**config.mk**
```make
export PLATFORM = sky130hd
export DESIGN_NAME = multicycle_controller
export DESIGN_NICKNAME = d
export VERILOG_FILES = /design/src/rtl/multicycle_controller_pkg.sv /design/src/rtl/multicycle_controller_alu_decoder.sv /design/src/rtl/multicycle_controller.sv
export SDC_FILE = /design/constraint.sdc
export NUM_CORES = 1
export LEC_CHECK = 0
export BUFFER_PORTS_ARGS = -buffer_cell sky130_fd_sc_hd__buf_4
export CORE_MARGIN = 2
export CORE_UTILIZATION = 47
export DETAILED_ROUTE_END_ITERATION = 8
export PLACE_DENSITY = 0.83
export SETUP_SLACK_MARGIN = 0.05
export SYNTH_ARGS = -nofsm -noshare
export SYNTH_HDL_FRONTEND = slang
export SYNTH_SLANG_ARGS = --single-unit
```
**constraint.sdc**
```tcl
create_clock -name clk -period 2.8 [get_ports clk]
set_clock_uncertainty 0.1 [all_clocks]
set_input_delay 0.28 -clock clk [delete_from_list [all_inputs] [get_ports clk]]
set_output_delay 0.28 -clock clk [all_outputs]
set_load 0.05 [all_outputs]
```
**src/rtl/multicycle_controller_pkg.sv**
```systemverilog
// Purpose: shared constants and types for the multicycle MIPS controller.
// Latency: n/a (types, constants and one combinational helper).
// Backpressure: n/a.
// Contents: state encoding, opcode/funct constants, ALU control encodings, ALU op codes,
// and the DECODE dispatch helper. Optional macro: MIPS_BNE_EN (adds BNE to the dispatch).
package multicycle_controller_pkg;

    typedef enum logic [3:0] {
        S_FETCH   = 4'd0,
        S_DECODE  = 4'd1,
        S_MEMADR  = 4'd2,
        S_MEMRD   = 4'd3,
        S_MEMWB   = 4'd4,
        S_MEMWR   = 4'd5,
        S_EXECUTE = 4'd6,
        S_ALUWB   = 4'd7,
        S_BRANCH  = 4'd8,
        S_ADDIEX  = 4'd9,
        S_ADDIWB  = 4'd10,
        S_JUMP    = 4'd11
    } state_t;

    localparam logic [5:0] OP_RTYPE = 6'b000000;
    localparam logic [5:0] OP_LW    = 6'b100011;
    localparam logic [5:0] OP_SW    = 6'b101011;
    localparam logic [5:0] OP_BEQ   = 6'b000100;
    localparam logic [5:0] OP_ADDI  = 6'b001000;
    localparam logic [5:0] OP_J     = 6'b000010;
    localparam logic [5:0] OP_BNE   = 6'b000101;

    localparam logic [5:0] FN_ADD = 6'b100000;
    localparam logic [5:0] FN_SUB = 6'b100010;
    localparam logic [5:0] FN_AND = 6'b100100;
    localparam logic [5:0] FN_OR  = 6'b100101;
    localparam logic [5:0] FN_SLT = 6'b101010;

    localparam logic [2:0] ALU_ADD = 3'b010;
    localparam logic [2:0] ALU_SUB = 3'b110;
    localparam logic [2:0] ALU_AND = 3'b000;
    localparam logic [2:0] ALU_OR  = 3'b001;
    localparam logic [2:0] ALU_SLT = 3'b111;

    typedef enum logic [1:0] {
        ALU_OP_ADD   = 2'b00,
        ALU_OP_SUB   = 2'b01,
        ALU_OP_FUNCT = 2'b10
    } alu_op_t;

    // State that follows DECODE for a given opcode. Unsupported opcodes return to FETCH;
    // the controller uses that return value to flag illegal_op.
    function automatic state_t decode_target(input logic [5:0] op);
        case (op)
            OP_LW, OP_SW: return S_MEMADR;
            OP_RTYPE:     return S_EXECUTE;
            OP_BEQ:       return S_BRANCH;
`ifdef MIPS_BNE_EN
            OP_BNE:       return S_BRANCH;
`endif
            OP_ADDI:      return S_ADDIEX;
            OP_J:         return S_JUMP;
            default:      return S_FETCH;
        endcase
    endfunction

endpackage

```
**src/rtl/multicycle_controller_alu_decoder.sv**
```systemverilog
// Purpose: maps ALU op class + funct field to the 3-bit ALU control.
// Latency: combinational.
// Backpressure: none.
// Ports: alu_op (add/sub/funct-directed), funct (IR[5:0]) -> alu_control, funct_illegal
// (set only when alu_op selects funct decoding and funct is not a supported R-type).
module alu_decoder
    import multicycle_controller_pkg::*;
(
    input  alu_op_t    alu_op,
    input  logic [5:0] funct,
    output logic [2:0] alu_control,
    output logic       funct_illegal
);

    always_comb begin
        alu_control   = ALU_ADD;
        funct_illegal = 1'b0;
        case (alu_op)
            ALU_OP_SUB: alu_control = ALU_SUB;
            ALU_OP_FUNCT: begin
                case (funct)
                    FN_ADD:  alu_control = ALU_ADD;
                    FN_SUB:  alu_control = ALU_SUB;
                    FN_AND:  alu_control = ALU_AND;
                    FN_OR:   alu_control = ALU_OR;
                    FN_SLT:  alu_control = ALU_SLT;
                    default: funct_illegal = 1'b1;
                endcase
            end
            default: alu_control = ALU_ADD;
        endcase
    end

endmodule

```
**src/rtl/multicycle_controller.sv**
```systemverilog
// Purpose: Moore sequencing FSM for the multicycle MIPS datapath (mux selects, enables, ALU control).
// Latency: LW 5, SW 4, R 4, ADDI 4, BEQ 3, J 3 cycles; +1 per mem_ready=0 cycle in FETCH/MEMRD/MEMWR.
// Backpressure: holds FETCH/MEMRD/MEMWR while mem_ready=0; no PC or register write while stalled.
// Ports: clk, rst (sync, active-high); opcode/funct from IR, zero from ALU, mem_ready from memory;
// datapath controls iord..reg_write, illegal_op pulse, debug state.
// Optional macro: MIPS_BNE_EN (opcode 000101 branches on zero=0; otherwise it is illegal).
module multicycle_controller
    import multicycle_controller_pkg::*;
#(
    parameter int STATE_W = 4
) (
    input  logic               clk,
    input  logic               rst,
    input  logic [5:0]         opcode,
    input  logic [5:0]         funct,
    input  logic               zero,
    input  logic               mem_ready,
    output logic               iord,
    output logic               ir_write,
    output logic               mem_write,
    output logic               alu_src_a,
    output logic [1:0]         alu_src_b,
    output logic [2:0]         alu_control,
    output logic [1:0]         pc_src,
    output logic               pc_en,
    output logic               reg_dst,
    output logic               mem_to_reg,
    output logic               reg_write,
    output logic               illegal_op,
    output logic [STATE_W-1:0] state
);

    state_t  state_q;
    alu_op_t alu_op;
    logic    funct_illegal;
    logic    pc_write;
    logic    branch;
    logic    ir_write_raw;
    logic    mem_write_raw;
    logic    reg_write_raw;
    logic    illegal_raw;
    logic    take_branch;
`ifdef MIPS_BNE_EN
    logic    is_bne_q;
`endif

    alu_decoder u_alu_decoder (
        .alu_op        (alu_op),
        .funct         (funct),
        .alu_control   (alu_control),
        .funct_illegal (funct_illegal)
    );

    always_ff @(posedge clk) begin
        if (rst) begin
            state_q  <= S_FETCH;
`ifdef MIPS_BNE_EN
            is_bne_q <= 1'b0;
`endif
        end else begin
            case (state_q)
                S_FETCH:   if (mem_ready) state_q <= S_DECODE;
                S_DECODE: begin
                    state_q  <= decode_target(opcode);
`ifdef MIPS_BNE_EN
                    // Branch polarity is captured here so BRANCH does not depend on IR timing.
                    is_bne_q <= (opcode == OP_BNE);
`endif
                end
                S_MEMADR:  state_q <= (opcode == OP_LW) ? S_MEMRD : S_MEMWR;
                S_MEMRD:   if (mem_ready) state_q <= S_MEMWB;
                S_MEMWR:   if (mem_ready) state_q <= S_FETCH;
                S_EXECUTE: state_q <= funct_illegal ? S_FETCH : S_ALUWB;
                S_ADDIEX:  state_q <= S_ADDIWB;
                default:   state_q <= S_FETCH;  // write-back states, BRANCH, JUMP, codes 12-15
            endcase
        end
    end

    always_comb begin
        iord          = 1'b0;
        ir_write_raw  = 1'b0;
        mem_write_raw = 1'b0;
        alu_src_a     = 1'b0;
        alu_src_b     = 2'b00;
        alu_op        = ALU_OP_ADD;
        pc_src        = 2'b00;
        pc_write      = 1'b0;
        branch        = 1'b0;
        reg_dst       = 1'b0;
        mem_to_reg    = 1'b0;
        reg_write_raw = 1'b0;
        illegal_raw   = 1'b0;
        case (state_q)
            S_FETCH: begin
                alu_src_b    = 2'b01;
                ir_write_raw = mem_ready;
                pc_write     = mem_ready;
            end
            S_DECODE: begin
                alu_src_b   = 2'b11;
                illegal_raw = (decode_target(opcode) == S_FETCH);
            end
            S_MEMADR: begin
                alu_src_a = 1'b1;
                alu_src_b = 2'b10;
            end
            S_MEMRD: iord = 1'b1;
            S_MEMWB: begin
                mem_to_reg    = 1'b1;
                reg_write_raw = 1'b1;
            end
            S_MEMWR: begin
                iord          = 1'b1;
                mem_write_raw = 1'b1;
            end
            S_EXECUTE: begin
                alu_src_a   = 1'b1;
                alu_op      = ALU_OP_FUNCT;
                illegal_raw = funct_illegal;
            end
            S_ALUWB: begin
                reg_dst       = 1'b1;
                reg_write_raw = 1'b1;
            end
            S_BRANCH: begin
                alu_src_a = 1'b1;
                alu_op    = ALU_OP_SUB;
                pc_src    = 2'b01;
                branch    = 1'b1;
            end
            S_ADDIEX: begin
                alu_src_a = 1'b1;
                alu_src_b = 2'b10;
            end
            S_ADDIWB: reg_write_raw = 1'b1;
            S_JUMP: begin
                pc_src   = 2'b10;
                pc_write = 1'b1;
            end
            default: ;
        endcase
    end

`ifdef MIPS_BNE_EN
    assign take_branch = branch & (zero ^ is_bne_q);
`else
    assign take_branch = branch & zero;
`endif

    // rst masks every architectural write so nothing commits in a reset cycle.
    assign pc_en      = (pc_write | take_branch) & ~rst;
    assign ir_write   = ir_write_raw  & ~rst;
    assign mem_write  = mem_write_raw & ~rst;
    assign reg_write  = reg_write_raw & ~rst;
    assign illegal_op = illegal_raw   & ~rst;
    assign state      = STATE_W'(state_q);

endmodule

```
==> summary.md <==
| Metric | Value |
|---|---|
| Status | `finished, final reports clean` |
| Sw power | `0.133 mW` |
| Core ar. | `1330 um2` |
| Post-synthesis sequential area ratio | `0.116` |
| Critical path class | `flop to output port` |
| Max reg flops | `4` |
| Clock period minus worst slack | `2.45 ns` |
| Grt total ovfl | `0` |
| Sequential share of power | `0.236` |
| Initial antenna violation count | `0` |
| Max-cap violations | `0` |
| Crit path largest cell delay | `0.39 ns` |
| DP Area | `961 um2` |
| Crit Path Max Fanout | `17` |
| CTS max path bufs | `2` |
| Sw Share | `0.438` |
| VDD IR max | `0.168 mV` |
| Top cell type by total area after synthesis | `dfxtp_1` |
| Gpl congestion | `0.830` |
| CTS tree | `built` |
| Hold slack | `0.223 ns` |
| Share of cells above drive strength 1 | `0.376` |
| Worst-path cell chain | `nand2b_1, nor3_1, inv_1, ha_1, inv_1, a21oi_1, or3_1, buf_4` |
| # rows | `13` |
| Worst min path class | `input pin to flop` |
| CTS buffer count | `3` |
| DR vias/cell | `5.84` |
| H-tree lvl count | `1` |
| Mean Syn Cell Area | `7.02 um2` |
| Pre-Repair DR Iteration Count | `4` |
| CP Launch Type | `flop` |
| Clk sinks | `4` |
| Yosys reg bits | `4` |
| Power per cell area | `307 nW/um2` |
| Clock share of power | `0.240` |
| Top cell by count, worst path | `inv_1` |
| Logic gate share of total power | `0.524` |
| Largest net degree at the start of global routing | `18` |
| Max Fclk | `0.408 GHz` |
| Area added between synthesis and finish | `43.1%` |
| Pre-CTS setup slack | `0.418 ns` |
| Post-cts resize count | `0` |
| Global-route wire length before repair | `3140 um` |
| Die area | `1790 um2` |
| Slowest stage cell, crit path | `dfxtp_2` |
| # DRC | `0` |
| Cell Area, Synth | `688 um2` |
| Max Transition Viols Final | `0` |
| Max_slew headroom | `0.793` |
| Total power | `0.303 mW` |
| Die height | `42.3 um` |
| Worst-skew pair later-pin latency | `0.24 ns` |
| Count of cell types in the netlist | `42` |
| CP Capture Type | `output port` |
| Total negative slack | `0 ns` |
| Global routing's busiest layer | `met2` |
| Final WS setup | `0.348 ns` |
| Non-filler cells, final | `148` |
| CTS root buf | `clkbuf_4` |
| 1st-iter DRT viols | `23` |
| Antenna-violating nets left | `0` |
| Final wirelength | `1940 um` |
| Ant. Diodes | `0` |
| Detailed-route via count | `865` |
| Post-route cell area | `985 um2` |
| Post-DP HPWL | `1500 um` |
| Syn_nets | `116` |
| Hold-fix buffers at CTS | `0` |
| Leakage | `0.397 nW` |
| Area fraction of the dominant cell type after synthesis | `0.116` |
| Placed instance count | `145` |
| Synth top area cells | `dfxtp_1 12%, nor3_1 8.0%, nand2b_1 6.4%, mux2i_1 5.8%, nor2_1 5.5%` |
| Final-report hold violation count | `0` |
| Starting Density | `0.516` |
| CP Data Required Time | `2.42 ns` |
| Die X | `42.3 um` |
| Routing usage on met1 | `0.297` |
| Port Buffers | `35` |
| Int Pwr | `0.170 mW` |
| Clk slew on worst S/H paths | `0.04 ns` |
| RSZ-0062 raised after global routing | `no` |
| Data arrival time at the worst-slack endpoint | `2.07 ns` |
| Worst-Margin Slew | `0.309 ns` |
| Vias in the first global route | `696` |
| Post-CTS Setup Inserts | `0` |
| Period utilization | `0.876` |
| Final setup fails | `0` |
| WL per Instance | `13.1 um` |
| Fin util | `0.738` |
| GRT met2 Usage | `0.345` |
| Final nets | `153` |
| I/O pin cnt | `36` |
| Synth warn | `0` |
| GRT Overall Usage | `0.220` |
| Met3 GRT Util | `0.0302` |
| Mapped Cells | `98` |
==> worst max-delay path, delay by kind of cell, from the launching register on <==
kind,cells,cell delay (ns)
flops,1,0.39
buf+inv,3,0.36
compound gates,1,0.04
fa+ha+maj,1,0.24
simple gates,3,0.79
==> layout make-up <==
class / count / area [um2]
Multi-Input combinational cell: 84 / 562
Fill cell: 106 / 349
Timing Repair Buffer: 38 / 285
Sequential cell: 4 / 81.3
Clock buffer: 3 / 22.5
Tap cell: 15 / 18.8
Inverter: 4 / 15.0
==> per-layer routing <==
| metal | up-vias | share of wire |
|---|---|---|
| met4 | 0 | 0.018 |
| met5 | - | 0 |
| met1 | 382 | 0.45 |
| li1 | 440 | - |
| met3 | 4 | 0.064 |
| met2 | 39 | 0.47 |
==> logic make-up after synthesis <==
family	synth area share
AND/OR/NAND/NOR	0.411
AO/OA/AOI/OAI	0.258
buffers and inverters	0.0818
multiplexers	0.0582
flip-flops	0.116
XOR/XNOR	0.0382
adder cells (fa/ha/maj)	0.0364
==> power groups by stage <==
| stage | Clock [mW] | Combinational, mW | Sequential [mW] |
|---|---|---|---|
| 2_1_floorplan | 0 | 0.0974 | 0.0787 |
| 3_3_place_gp | 0 | 0.156 | 0.0714 |
| 3_5_place_dp | 0 | 0.158 | 0.0718 |
| 4_1_cts | 0.0748 | 0.158 | 0.0709 |
| 5_1_grt | 0.0802 | 0.168 | 0.0730 |
| 6_report | 0.0727 | 0.159 | 0.0714 |
==> path summary, 6_finish.rpt <==
path | start | to | slack, ns | cells after the start
max | state[2]$_SDFFE_PP0P_ | alu_control[1] | 0.35 | 8
min reg2reg | state[2]$_SDFFE_PP0P_ | state[3]$_SDFFE_PP0P_ | 0.53 | 1
min | rst | state[3]$_SDFFE_PP0P_ | 0.22 | 2
max reg2reg | state[2]$_SDFFE_PP0P_ | state[0]$_SDFFE_PP0P_ | 0.89 | 8
==> cell usage after synthesis <==
master and n:
a31oi_1 4, o211ai_2 1, inv_1 4, o211a_1 1
or4b_1 1, buf_4 2, o32a_1 1, nor2_1 10
nor2b_2 1, buf_2 3, o31ai_1 1, and3_1 1
nor3_1 11, ha_1 2, o211ai_1 1, a31o_2 1
o21ai_0 5, o21bai_1 1, a22o_1 1, or4_1 1
nor4_1 2, a22oi_1 1, nand3_1 1, or3_1 1
mux2i_1 4, nand2b_1 7, xor2_1 1, nor3b_1 2
nand2b_4 1, nand2_1 3, a21oi_1 6, xnor2_1 2
nor2_2 1, nor2b_1 1, buf_6 1, nand3b_1 2
o32ai_1 1, dfxtp_1 4, or2_1 1, a311oi_1 1
nor3_2 1, nand4_1 1
==> cell usage in the layout (no fill, tap or decap), types with 2 or more instances in the layout <==
cell      netlist  layout
a21oi_1         6       6
a31oi_1         4       4
buf_4           2      38
clkbuf_4        0       3
dfxtp_1         4       3
ha_1            2       2
inv_1           4       4
mux2i_1         4       4
nand2_1         3       3
nand2b_1        7       7
nand3b_1        2       2
nor2_1         10       9
nor2_2          1       2
nor3_1         11      11
nor3b_1         2       2
nor4_1          2       2
o21ai_0         5       5
xnor2_1         2       2
(Power assumes the default switching activity.)
